`src/rtl/seq_pattern_gen.sv`:
```
// seq_pattern_gen: serial pattern transmitter for the sequence-detector link.
// Latches a PAT_W-bit pattern on start and shifts it out MSB-first,
// max(repeat_n,1) times. Build option SEQ_GEN_GAP_EN inserts GAP idle
// cycles (out=0, valid=0, busy=1) between consecutive frames; without it,
// frames are sent back-to-back and the GAP parameter has no effect.
//
// state | meaning
// IDLE  | waiting for start; outputs low
// SHIFT | driving pattern bits, valid=1, busy=1
// GAP   | inter-frame idle, out=0, valid=0, busy=1 (SEQ_GEN_GAP_EN only)
// DONE  | one-cycle done pulse, then back to IDLE
module seq_pattern_gen #(
   parameter int PAT_W = 4,
   parameter int CNT_W = 4,
   parameter int GAP   = 2
) (
   input  logic             clk,
   input  logic             clear_n,
   input  logic             start,
   input  logic [PAT_W-1:0] pattern,
   input  logic [CNT_W-1:0] repeat_n,
   output logic             out,
   output logic             valid,
   output logic             busy,
   output logic             done
);

   localparam int BIT_W = (PAT_W > 1) ? $clog2(PAT_W) : 1;
   localparam logic [BIT_W-1:0] BIT_LAST = BIT_W'(PAT_W - 1);

   // Reject parameter values the datapath cannot honour.
   if (PAT_W < 2 || GAP < 1) begin : g_bad_param
      $error("seq_pattern_gen: PAT_W must be >= 2 and GAP >= 1");
   end

`ifdef SEQ_GEN_GAP_EN
   localparam int GAP_W = (GAP > 1) ? $clog2(GAP) : 1;
   typedef enum logic [1:0] {ST_IDLE, ST_SHIFT, ST_GAP, ST_DONE} state_t;
`else
   typedef enum logic [1:0] {ST_IDLE, ST_SHIFT, ST_DONE} state_t;
`endif

   state_t             state, state_next;
   logic [PAT_W-1:0]   shreg, shreg_next;
   logic [PAT_W-1:0]   pat_q, pat_next;
   logic [CNT_W-1:0]   frames, frames_next;
   logic [BIT_W-1:0]   bitcnt, bitcnt_next;
   logic               out_next, valid_next, busy_next, done_next;
`ifdef SEQ_GEN_GAP_EN
   logic [GAP_W-1:0]   gapcnt, gapcnt_next;
`endif

   // State, datapath and registered outputs.
   always_ff @(posedge clk or negedge clear_n) begin
      if (!clear_n) begin
         state  <= ST_IDLE;
         shreg  <= '0;
         pat_q  <= '0;
         frames <= '0;
         bitcnt <= '0;
`ifdef SEQ_GEN_GAP_EN
         gapcnt <= '0;
`endif
         out    <= 1'b0;
         valid  <= 1'b0;
         busy   <= 1'b0;
         done   <= 1'b0;
      end else begin
         state  <= state_next;
         shreg  <= shreg_next;
         pat_q  <= pat_next;
         frames <= frames_next;
         bitcnt <= bitcnt_next;
`ifdef SEQ_GEN_GAP_EN
         gapcnt <= gapcnt_next;
`endif
         out    <= out_next;
         valid  <= valid_next;
         busy   <= busy_next;
         done   <= done_next;
      end
   end

   // Next-state, datapath update, and output values for the next cycle.
   always_comb begin
      state_next  = state;
      shreg_next  = shreg;
      pat_next    = pat_q;
      frames_next = frames;
      bitcnt_next = bitcnt;
`ifdef SEQ_GEN_GAP_EN
      gapcnt_next = gapcnt;
`endif
      case (state)
         ST_IDLE: begin
            if (start) begin
               state_next  = ST_SHIFT;
               shreg_next  = pattern;
               pat_next    = pattern;
               frames_next = (repeat_n == '0) ? CNT_W'(1) : repeat_n;
               bitcnt_next = '0;
            end
         end
         ST_SHIFT: begin
            shreg_next  = shreg << 1;
            bitcnt_next = bitcnt + BIT_W'(1);
            if (bitcnt == BIT_LAST) begin
               bitcnt_next = '0;
               if (frames > CNT_W'(1)) begin
                  frames_next = frames - CNT_W'(1);
                  shreg_next  = pat_q;
`ifdef SEQ_GEN_GAP_EN
                  state_next  = ST_GAP;
                  gapcnt_next = GAP_W'(GAP - 1);
`endif
               end else begin
                  state_next = ST_DONE;
               end
            end
         end
`ifdef SEQ_GEN_GAP_EN
         ST_GAP: begin
            if (gapcnt == '0) begin
               state_next = ST_SHIFT;
            end else begin
               gapcnt_next = gapcnt - GAP_W'(1);
            end
         end
`endif
         ST_DONE: begin
            state_next = ST_IDLE;
         end
         default: begin
            state_next = ST_IDLE;
         end
      endcase

      // Outputs are decoded from the state being entered so they appear as
      // flops aligned with that state.
      valid_next = (state_next == ST_SHIFT);
      out_next   = valid_next & shreg_next[PAT_W-1];
      done_next  = (state_next == ST_DONE);
`ifdef SEQ_GEN_GAP_EN
      busy_next  = (state_next == ST_SHIFT) || (state_next == ST_GAP);
`else
      busy_next  = (state_next == ST_SHIFT);
`endif
   end

endmodule

```
`config.mk`:
```
export PLATFORM = sky130hd
export DESIGN_NAME = seq_pattern_gen
export DESIGN_NICKNAME = d
export VERILOG_FILES = /design/src/rtl/seq_pattern_gen.sv
export SDC_FILE = /design/constraint.sdc
export NUM_CORES = 1
export LEC_CHECK = 0
export ABC_AREA = 1
export CAP_MARGIN = 10
export CORE_MARGIN = 2
export CORE_UTILIZATION = 46
export DETAILED_ROUTE_END_ITERATION = 8
export PLACE_DENSITY = 0.73
export SETUP_SLACK_MARGIN = 0.05
export SYNTH_ARGS = -nofsm -noshare
export SYNTH_HDL_FRONTEND = slang
export SYNTH_SLANG_ARGS = --single-unit
```
`constraint.sdc`:
```
create_clock -name clk -period 1.4 [get_ports clk]
set_clock_uncertainty 0.2 [all_clocks]
set_input_delay 0.28 -clock clk [delete_from_list [all_inputs] [get_ports clk]]
set_output_delay 0.28 -clock clk [all_outputs]
set_load 0.02 [all_outputs]
```
# Word level (Yosys, flattened, before mapping)
# Index checks and enable logic that the tools add are counted.
totals:
  ff_bits: 19
  output_inout_bits: 4
op_classes:
  addsub: 2
  order_cmp: 1
  eq_ne: 7
  n_mux: 16
  bitwise_logic: 1
  n_reduce_logical: 6
ops:
  columns: ["cell", "n"]
  rows:
  - ["$mux W4", 7]
  - ["$pmux W4 S2", 2]
  - ["$mux W2", 5]
  - ["$pmux W2 S2", 2]
  - ["$ne A2 B2 Y1 const B", 3]
  - ["$eq A2 B1 Y1 const B", 2]
  - ["$eq A2 B2 Y1 const B", 2]
  - ["$gt A4 B1 Y1 const B", 1]
  - ["$logic_not A4 Y1", 1]
  - ["$reduce_and A2 Y1", 2]
  - ["$reduce_and A4 Y1", 1]
  - ["$sub A4 B1 Y4 const B", 1]
  - ["$add A2 B1 Y2 const B", 1]
  - ["$logic_not A2 Y1", 1]
  - ["$reduce_bool A2 Y1", 1]
  - ["$and A1 B1 Y1", 1]

# Depth between registers and ports, before layout
depth:
  depth_word: 6
  mapped_depth: 9
  depth_no_buf: 9

# Worst setup path after synthesis
# Ideal clock, no wire load.
synth_path:
  path_type: "register -> register"
  from: "reg frames[0]"
  to: "reg frames[0]"
  setup_ps: 77
  arrival_ps: 1161
  required_ps: 1123
  slack_ps: -39
  path_stages_with_launch: 10
  n_path_buf: 0
  cell_sequence: "dfrtp_1 > inv_1 > ha_1 > inv_1 > nand2_1 > nand2_2 > nand3_2 > nand2_2 > nor2_1 > a21oi_1"
synth_via:
  elab_chain_len: 4
synth_lines:
  columns: ["item", "line_no", "text"]
  rows:
  - ["start: declaration", "46", "logic [CNT_W-1:0] frames, frames_next;"]
  - ["start signal: assignment", "72", "frames <= frames_next;"]
  - ["$sub A4 B1 Y4", "110", "frames_next = frames - CNT_W'(1);"]
  - ["$mux W4", "109", "if (frames > CNT_W'(1)) begin"]
  - ["$mux W4", "107", "if (bitcnt == BIT_LAST) begin"]
  - ["$pmux W4 S2", "94", "case (state)"]
# Several ways; a longest one is shown, not always the timed one. The select of a mux whose other input is x is not followed.
# A chain may end at the register's enable or synchronous reset.

# Final worst setup path
layout_path:
  from: "reg frames[1]"
  to: "reg out"
layout_via:
  elab_chain_len: 6
layout_lines:
  columns: ["item", "line_no", "text"]
  rows:
  - ["$gt A4 B1 Y1 (*)", "109", null]
  - ["$mux W2", "109", null]
  - ["$mux W2", "107", null]
  - ["$pmux W2 S2", "94", null]
  - ["$eq A2 B1 Y1", "140", "valid_next = (state_next == ST_SHIFT);"]
  - ["$and A1 B1 Y1 (*)", "141", "out_next = valid_next & shreg_next[PAT_W-1];"]
  - ["via out_next", "48", "logic out_next, valid_next, busy_next, done_next;"]
  - ["end signal: assignment", "77", "out <= out_next;"]
  - ["end: declaration", "22", "output logic out,"]
# Mark *: on every way through the listed nets, which the timed path passes. The rest lies on a longest branch.

==> results.ini <==
[pwr]
ir_drop_mv = 1.27
p_leak_nw = 0.673
cellPowerDensity_mw_per_mm2 = 2080

[synth]
syn-cell-area_um2 = 917
ys_top_cells_by_area = dfrtp_1 49%, nand2_1 9.8%, inv_1 9.0%, nand3_1 7.6%, o21ai_0 4.4%
synth_commonest_cells = 24 x nand2_1, 22 x inv_1, 18 x dfrtp_1, 14 x nand3_1, 8 x o21ai_0
yosys_most_used_dff = dfrtp_1
post_synth.cell_area_avg_um2 = 8.26
synthDistinctLibCells = 21
synth_seq_cells = 18
yosys_warnings = 0
syn_inst = 111
yosysMostFrequentCell = nand2_1
yosysSeqAreaShare_pct = 49.1
synth_fp_nets = 125
synthArstFlopShare_pct = 100
synth-edff-count = 0
synth_top_area_cell = dfrtp_1
yosysTopAreaCellShare_pct = 49.1

[timing]
rsz0062_at_grt = yes
max_slew_margin_pct = 84.7
slew_viol_final = 0
setup_viol = 11
hold_violations = 0
fin_crit_sh_pct = 105
worst_slew_pin_slew_ns = 0.229
layout_setup_ws_ns = -0.0751
max_freq_ghz = 0.678
fin_crit_ns = 1.48

[clock_tree]
cts_root_buf = clkbuf_4
clk_latency_ns = 0.29
numCtsBuffers = 3
cts_buffer_depth = 2
cts.sinks = 18
h-tree-depth = 1
clkTransAtPathRegs_ns = 0.09
cts_tree = done

[placement]
globalplace.congestion = 0.835
dpl.cell_count = 165
dp_hpwl_um = 1440
portBuffers = 14

[final_layout]
final_cells = 175
diodes = 0
multi_input_area_um2 = 432
fin_util_pct = 69.1
ff_latch_area_um2 = 450
fill_cells = 163
synthToLayoutAreaGrowth_pct = 44.7
drive_above_1_share_pct = 38.5
nets = 164

[worst_setup_path]
setup.worst_path.class = reg -> reg
worstSetupStartpointType = flop
cp-end-kind = flop
ff2ff_setup_slack_ns = -0.08
crit_fanout = 5
rr_endpoint = out$_DFF_PN0_
startpoint = frames[1]$_DFFE_PN0P_
cp-endpoint = out$_DFF_PN0_
arrival_ns = 1.50
rr_worst_depth = 9
r2r_start = frames[1]$_DFFE_PN0P_
worstPathRequired_ns = 1.43

[status]
status = finished, violations left
violations = negative setup slack

[worst_hold_path]
hold_class = in -> async

[routing]
vias = 839
routed_via_density = 4.79
wirelength_um = 2070
drc = 0
detail-route-antenna-nets = 0
first_pass_iters = 4
avgRoutedWirePerCell_um = 11.8
drt_iter0_drc = 8

[floorplanning]
die_area_mm2 = 0.00237
core-area_mm2 = 0.00192
rows = 16
die_w_um = 48.7
initial_core_util_pct = 47.7
die_h_um = 48.7
ios = 15

[grt]
grt_antenna_before_repair = 0
grt_pass1_vias = 802
grtUsageTotal_pct = 19.2
grt_pass1_wl_um = 3510
grt_max_degree = 19
grt_overflow = 0

[job]
maxCapViolations = 0

==> critical path: stages, from the launching register on <==
cell and delay [ns]:
dfrtp_1 0.38, inv_2 0.09, ha_2 0.17, inv_2 0.04, nand2_4 0.06, nand2_4 0.08, buf_6 0.13, nand3_2 0.05
nand3_2 0.08, a21oi_2 0.12
==> timing repair <==
action | in CTS | in global routing
hold buffers | 0 | 0
resized for setup | 31 | 9
pin swaps | 8 | 12
setup buffers | 5 | 2
endpoints found under the setup margin | 18 | 15
==> cell families after synthesis <==
kind of cell | share of synthesized area [%]
compound gates | 8.60
simple gates | 26.3
fa+ha+maj | 4.09
flops | 49.1
buf+inv | 11.9
==> sequential cells by signal (all words and copies together), names as in the netlist <==
signal and flops:
bitcnt 2, busy 1, done 1, frames 4, out 1, pat_q 4, shreg 3, state 2
==> report_power, final <==
part | internal [W] | switching [W]
combinational | 0.000798 | 0.000857
sequential | 0.000740 | 0.000112
clock | 0.000100 | 0.000150
total | 0.00164 | 0.00112
==> per-layer routing <==
metal / vias up / share of wire (%) / routed length [um] / GRT usage [%]
met4: 0 / 2.2 / 45 / 8.57
met1: 394 / 43 / 886 / 24.0
met3: 7 / 2.8 / 58 / 2.16
met5: - / 0 / 0 / 0
li1: 419 / - / - / -
met2: 19 / 52 / 1080 / 33.1
==> cell usage in the layout (no fill, tap or decap), types with 4 or more instances in the layout <==
cell,synthesis,layout
nand2_1,24,19
buf_4,1,19
dfrtp_1,18,18
inv_1,22,17
nand3_1,14,11
clkdlybuf4s50_1,0,10
inv_2,2,6
o21ai_0,8,6
nand2_2,3,5
buf_2,0,4
==> metrics by stage <==
step / hold WS [ns] / setup TNS [ns] / setup slack, ns / instance area, um2 / power (W)
finish: 0.109 / -0.570 / -0.0751 / 1330 / 0.00276
global route: 0.124 / -1.67 / -0.171 / 1330 / 0.00302
CTS: 0.116 / -0.901 / -0.118 / 1280 / 0.00264
detailed placement: 0.284 / -1.92 / -0.210 / 1200 / 0.00216
global placement: 0.280 / -1.17 / -0.132 / 1200 / 0.00212
floorplan: -0.216 / 0 / 0.00791 / 930 / 0.00167
==> worst min path at each step <==
stage / cells after the start / startpoint / to
after CTS: 2 / clear_n / frames[3]$_DFFE_PN0P_
after global placement: 2 / shreg[2]$_DFFE_PN0P_ / shreg[2]$_DFFE_PN0P_
after detailed placement: 2 / shreg[2]$_DFFE_PN0P_ / shreg[2]$_DFFE_PN0P_
after global routing: 2 / clear_n / frames[2]$_DFFE_PN0P_
after floorplan: 0 / clear_n / bitcnt[0]$_DFFE_PN0P_
final: 2 / clear_n / frames[3]$_DFFE_PN0P_
==> layout make-up <==
cell class	count	area share, %
Sequential cell	18	33.9
Multi-Input combinational cell	67	32.5
Tap cell	27	2.54
Inverter	24	6.97
Timing Repair Buffer	36	22.3
Clock buffer	3	1.70
No activity file was read; power rests on OpenSTA's default activity.
